`src/rtl/fetch_exec_sequencer.sv`:
```
// fetch_exec_sequencer
//   Walks the SAP-2 datapath through opcode/operand fetch, a bounded execute
//   window for the per-opcode microcode, and HALT.
//   Each byte fetch is four cycles: F_ADDR -> F_READ -> F_LATCH -> F_INC.
// Ports
//   clk, reset        : rising-edge clock, asynchronous active-low reset
//   instr_len_i       : byte count of the latched opcode (from decoder)
//   exec_steps_i      : execute cycles needed by the latched opcode
//   is_halt_i         : latched opcode is HLT
//   load_mar_pc_o, mem_read_o, load_ir_o, load_temp1_o, load_temp2_o,
//   pc_inc_o          : one-hot datapath strobes (Moore decodes)
//   exec_valid_o      : execute window active
//   exec_step_o       : 0-based execute step
//   halted_o          : sequencer in HALT
//   state_o           : encoded state for debug
module fetch_exec_sequencer #(
  parameter int MAX_BYTES   = 3,
  parameter int EXEC_STEP_W = 3
) (
  input  logic                   clk,
  input  logic                   reset,
  input  logic [1:0]             instr_len_i,
  input  logic [EXEC_STEP_W-1:0] exec_steps_i,
  input  logic                   is_halt_i,
  output logic                   load_mar_pc_o,
  output logic                   mem_read_o,
  output logic                   load_ir_o,
  output logic                   load_temp1_o,
  output logic                   load_temp2_o,
  output logic                   pc_inc_o,
  output logic                   exec_valid_o,
  output logic [EXEC_STEP_W-1:0] exec_step_o,
  output logic                   halted_o,
  output logic [2:0]             state_o
);

  typedef enum logic [2:0] {
    S_RESET = 3'd0,
    F_ADDR  = 3'd1,
    F_READ  = 3'd2,
    F_LATCH = 3'd3,
    F_INC   = 3'd4,
    EXEC    = 3'd5,
    HALT    = 3'd6
  } state_e;

  state_e                 state_q, state_d;
  logic [1:0]             byte_idx_q, byte_idx_d;
  logic [1:0]             len_q, len_d;
  logic [EXEC_STEP_W-1:0] step_q, step_d;
  logic [EXEC_STEP_W-1:0] last_q, last_d;   // terminal step N-1

  logic [1:0] len_clamped;
  logic [1:0] len_cur;
  logic       byte0;
  logic       more_bytes;

  // A zero length still means the opcode byte itself was fetched.
  always_comb begin
    len_clamped = instr_len_i;
    if (instr_len_i == 2'd0)
      len_clamped = 2'd1;
    else if (int'(instr_len_i) > MAX_BYTES)
      len_clamped = 2'(MAX_BYTES);
  end

  // On byte 0 the length is being sampled this very cycle, so the exit
  // decision uses the live (clamped) decoder value instead of len_q.
  assign byte0      = (byte_idx_q == 2'd0);
  assign len_cur    = byte0 ? len_clamped : len_q;
  assign more_bytes = ({1'b0, byte_idx_q} + 3'd1) < {1'b0, len_cur};

  always_comb begin
    state_d    = state_q;
    byte_idx_d = byte_idx_q;
    len_d      = len_q;
    step_d     = step_q;
    last_d     = last_q;
    case (state_q)
      S_RESET: state_d = F_ADDR;
      F_ADDR:  state_d = F_READ;
      F_READ:  state_d = F_LATCH;
      F_LATCH: state_d = F_INC;
      F_INC: begin
        byte_idx_d = byte_idx_q + 2'd1;
        if (byte0) len_d = len_clamped;
        if (byte0 && is_halt_i) begin
          state_d = HALT;
        end else if (more_bytes) begin
          state_d = F_ADDR;
        end else begin
          state_d = EXEC;
          step_d  = '0;
          last_d  = (exec_steps_i == '0) ? '0 : exec_steps_i - 1'b1;
        end
      end
      EXEC: begin
        // Compare against N-1 so the counter never needs to wrap.
        if (step_q == last_q) begin
          state_d    = F_ADDR;
          step_d     = '0;
          byte_idx_d = 2'd0;
        end else begin
          step_d = step_q + 1'b1;
        end
      end
      HALT:    state_d = HALT;
      default: state_d = S_RESET;
    endcase
  end

  always_ff @(posedge clk or negedge reset) begin
    if (!reset) begin
      state_q    <= S_RESET;
      byte_idx_q <= 2'd0;
      len_q      <= 2'd1;
      step_q     <= '0;
      last_q     <= '0;
    end else begin
      state_q    <= state_d;
      byte_idx_q <= byte_idx_d;
      len_q      <= len_d;
      step_q     <= step_d;
      last_q     <= last_d;
    end
  end

  assign load_mar_pc_o = (state_q == F_ADDR);
  assign mem_read_o    = (state_q == F_READ);
  assign load_ir_o     = (state_q == F_LATCH) && (byte_idx_q == 2'd0);
  assign load_temp1_o  = (state_q == F_LATCH) && (byte_idx_q == 2'd1);
  assign load_temp2_o  = (state_q == F_LATCH) && (byte_idx_q == 2'd2);
  assign pc_inc_o      = (state_q == F_INC);
  assign exec_valid_o  = (state_q == EXEC);
  assign exec_step_o   = step_q;
  assign halted_o      = (state_q == HALT);
  assign state_o       = state_q;

endmodule

```
`config.mk`:
```
export PLATFORM = sky130hd
export DESIGN_NAME = fetch_exec_sequencer
export DESIGN_NICKNAME = d
export VERILOG_FILES = /design/src/rtl/fetch_exec_sequencer.sv
export SDC_FILE = /design/constraint.sdc
export NUM_CORES = 1
export LEC_CHECK = 0
export CORE_AREA = 4 4 48 50
export CTS_CLUSTER_DIAMETER = 60
export CTS_CLUSTER_SIZE = 14
export DETAILED_ROUTE_END_ITERATION = 12
export DIE_AREA = 0 0 52 54
export GPL_TIMING_DRIVEN = 0
export PLACE_DENSITY = 0.84
export SYNTH_ARGS = -nofsm -noshare
export SYNTH_HDL_FRONTEND = slang
export SYNTH_SLANG_ARGS = --single-unit
```
`constraint.sdc`:
```
create_clock -name clk -period 3 [get_ports clk]
set_input_delay 0.75 -clock clk [delete_from_list [all_inputs] [get_ports clk]]
set_output_delay 0.75 -clock clk [all_outputs]
set_load 0.03 [all_outputs]
```
==> results.py <==
metrics = {
    "outcome": {
        "status": "completed",
    },
    "clocking": {
        "holdBufCountCts": 0,
        "clock-sinks": 13,
        "clk_path_buf_depth": 2,
        "htree_levels": 1,
        "cts_tree": "done",
        "clkTransAtPathRegs_ps": 80,
        "clkLatencyLatePin_ps": 270,
        "cts_resized": 0,
        "tritoncts.num_buffers": 3,
        "cts_setup_buffers": 0,
        "root_buffer": "clkbuf_4",
    },
    "detailed_routing": {
        "route.vias.total": 688,
        "ant_nets": 0,
        "firstDrtPassIters": 4,
        "drcViolationCount": 0,
        "via_per_inst": 4.95,
        "first_iter_violations": 6,
        "wl_um": 1610,
        "wl_per_cell_um": 11.6,
    },
    "logic_synthesis": {
        "synth_seq_cells": 13,
        "avgSynthCellArea_um2": 9.95,
        "synthCells": 87,
        "synth_ff_type": "dfrtp_1",
        "yosysWarnings": 0,
        "seq_area_frac_synth": 0.377,
        "synth_area_um2": 866,
        "netlist.area_leader.share": 0.347,
        "ys_async_sr_fraction": 1.00,
        "syn-num-nets": 103,
        "synth.largest_area_cell": "dfrtp_1",
        "yosysUniqueCellTypes": 36,
        "synthTopCellsByArea": "dfrtp_1, ha_1, nand2_1",
        "synth.most_common_cell": "dfrtp_1",
        "synth-edff-count": 0,
        "synthTopCellsByCount": "dfrtp_1, nand2_1, ha_1, inv_1, nor2_1",
    },
    "sta": {
        "finalHoldWorstSlack_ps": 514,
        "period_share": 0.925,
        "rsz0062_at_grt": "false",
        "fmax_mhz": 361,
        "worst_slew_pin_slew_ps": 577,
        "clock-skew-final_ps": 7.56,
        "slew_headroom": 0.614,
        "finalSetupTns_ps": 0,
        "post-route-min-period_ps": 2770,
        "drv_slew": 0,
        "setup_violations": 0,
        "hold_viol": 0,
    },
    "pwr": {
        "intPower_mw": 0.239,
        "p_sw_frac": 0.211,
        "p_switching_mw": 0.0636,
        "p_per_area_nw_per_um2": 266,
        "sequentialPowerShare": 0.583,
        "ir_drop_uv": 218,
        "p_leak_nw": 0.557,
        "clkPwrFrac": 0.347,
        "pwr-share-comb": 0.070,
    },
    "critical_path": {
        "required_ps": 2250,
        "arrival_ps": 2020,
        "cp-end-kind": "primary output",
        "critPathLaunchType": "flip-flop",
        "crit_fanout": 7,
        "worst-setup-path-type": "reg2out",
    },
    "layout": {
        "fin_nets": 129,
        "fin_util": 0.597,
        "n_antenna_cell": 0,
        "syn_to_final_growth_pct": 31.2,
        "drive_gt1_frac": 0.134,
    },
    "floorplanning": {
        "core_um2": 1900,
        "io_pins": 22,
        "rows": 16,
        "fp.dieW_um": 52,
        "fp.dieH_um": 54,
        "dieArea_um2": 2810,
        "initial_core_util": 0.455,
    },
    "worst_hold_path": {
        "hp-class": "reg2reg",
    },
    "global_routing": {
        "antenna_found_initial": 0,
        "grt_max_degree": 14,
        "grt_pass1_vias": 670,
        "gr-total-overflow": 0,
        "grt_pass1_wl_um": 2940,
        "grt_use_total": 0.138,
    },
    "placement": {
        "dpl.hpwl_um": 1330,
        "io_buffers": 21,
        "gp_congestion": 0.783,
    },
    "job": {
        "drv_cap": 0,
    },
}
[stage by stage]
stage	total power, mW	instances	area [um2]	setup slack [ps]
5_1_grt	0.317	139	1140	91.9
4_1_cts	0.306	139	1140	222
6_report	0.302	139	1140	226
2_1_floorplan	0.186	87	866	452
3_5_place_dp	0.201	135	1110	63.1
3_3_place_gp	0.201	135	1110	48.4
[final timing paths]
check                         startpoint         end  slack (ps)  cells after the start
max                        byte_idx_q[0]   load_ir_o         230                      4
min                             len_q[1]    len_q[1]         510                      1
max reg2reg                byte_idx_q[0]   last_q[2]         250                      8
min reg2reg                     len_q[1]    len_q[1]         510                      1
min in group asynchronous          reset  state_o[1]         840                      1
max in group asynchronous          reset   last_q[2]        1770                      1
[flip-flops by register name, indices dropped and copies added, names as in the netlist, named ones only]
signal and count:
exec_step_o 3, len_q 1, byte_idx_q 2, state_o 3
last_q 3
[cell usage in the layout (no fill, tap or decap), drive strengths merged, types with 2 or more instances in the layout]
cell / netlist / final
inv: 7 / 7
xor2: 3 / 3
clkdlybuf4s50: 0 / 21
a21o: 2 / 2
nand2: 9 / 9
o21ai: 3 / 3
buf: 2 / 2
ha: 7 / 7
nor2: 8 / 8
nand2b: 2 / 2
nor3: 2 / 2
and3: 4 / 4
a31oi: 5 / 5
dfrtp: 12 / 12
clkbuf: 1 / 5
mux2: 4 / 4
[cells by family (layout without fill, tap and decap cells)]
family | Yosys count | in the layout | synth area share
mux | 4 | 4 | 0.0607
xor+xnor | 3 | 3 | 0.0304
buf+inv | 10 | 35 | 0.0564
compound gates | 20 | 20 | 0.166
fa+ha+maj | 8 | 8 | 0.124
simple gates | 29 | 29 | 0.185
flops | 13 | 13 | 0.377
[critical path, cell delays in order, from the launching register on]
cell	delay, ps
dfrtp_1	450
inv_1	160
ha_1	300
and3_1	180
clkdlybuf4s50_1	660
[layout make-up]
cell class | count | area [um2]
flip-flops and latches | 13 | 327
multi-input cells | 64 | 490
plain buffers | 3 | 22.5
fillers | 181 | 766
well taps | 27 | 33.8
repair buffers | 21 | 210
clock buffers | 4 | 26.3
inverters | 7 | 26.3
[power by group through the flow]
stage	Sequential, mW	Combinational [mW]	Clock (mW)
global placement	0.179	0.0213	0
CTS	0.176	0.0217	0.108
global route	0.176	0.0244	0.117
finish	0.176	0.0212	0.105
floorplan	0.179	0.00662	0
detailed placement	0.180	0.0216	0
[routing by layer]
metal	wire (um)	up-vias	GRT usage
met5	0	-	0
met2	775	15	0.238
li1	-	359	-
met4	0	0	0.0393
met1	754	314	0.174
met3	84	0	0.0277
Note: power is estimated with default switching activity, not from simulation.
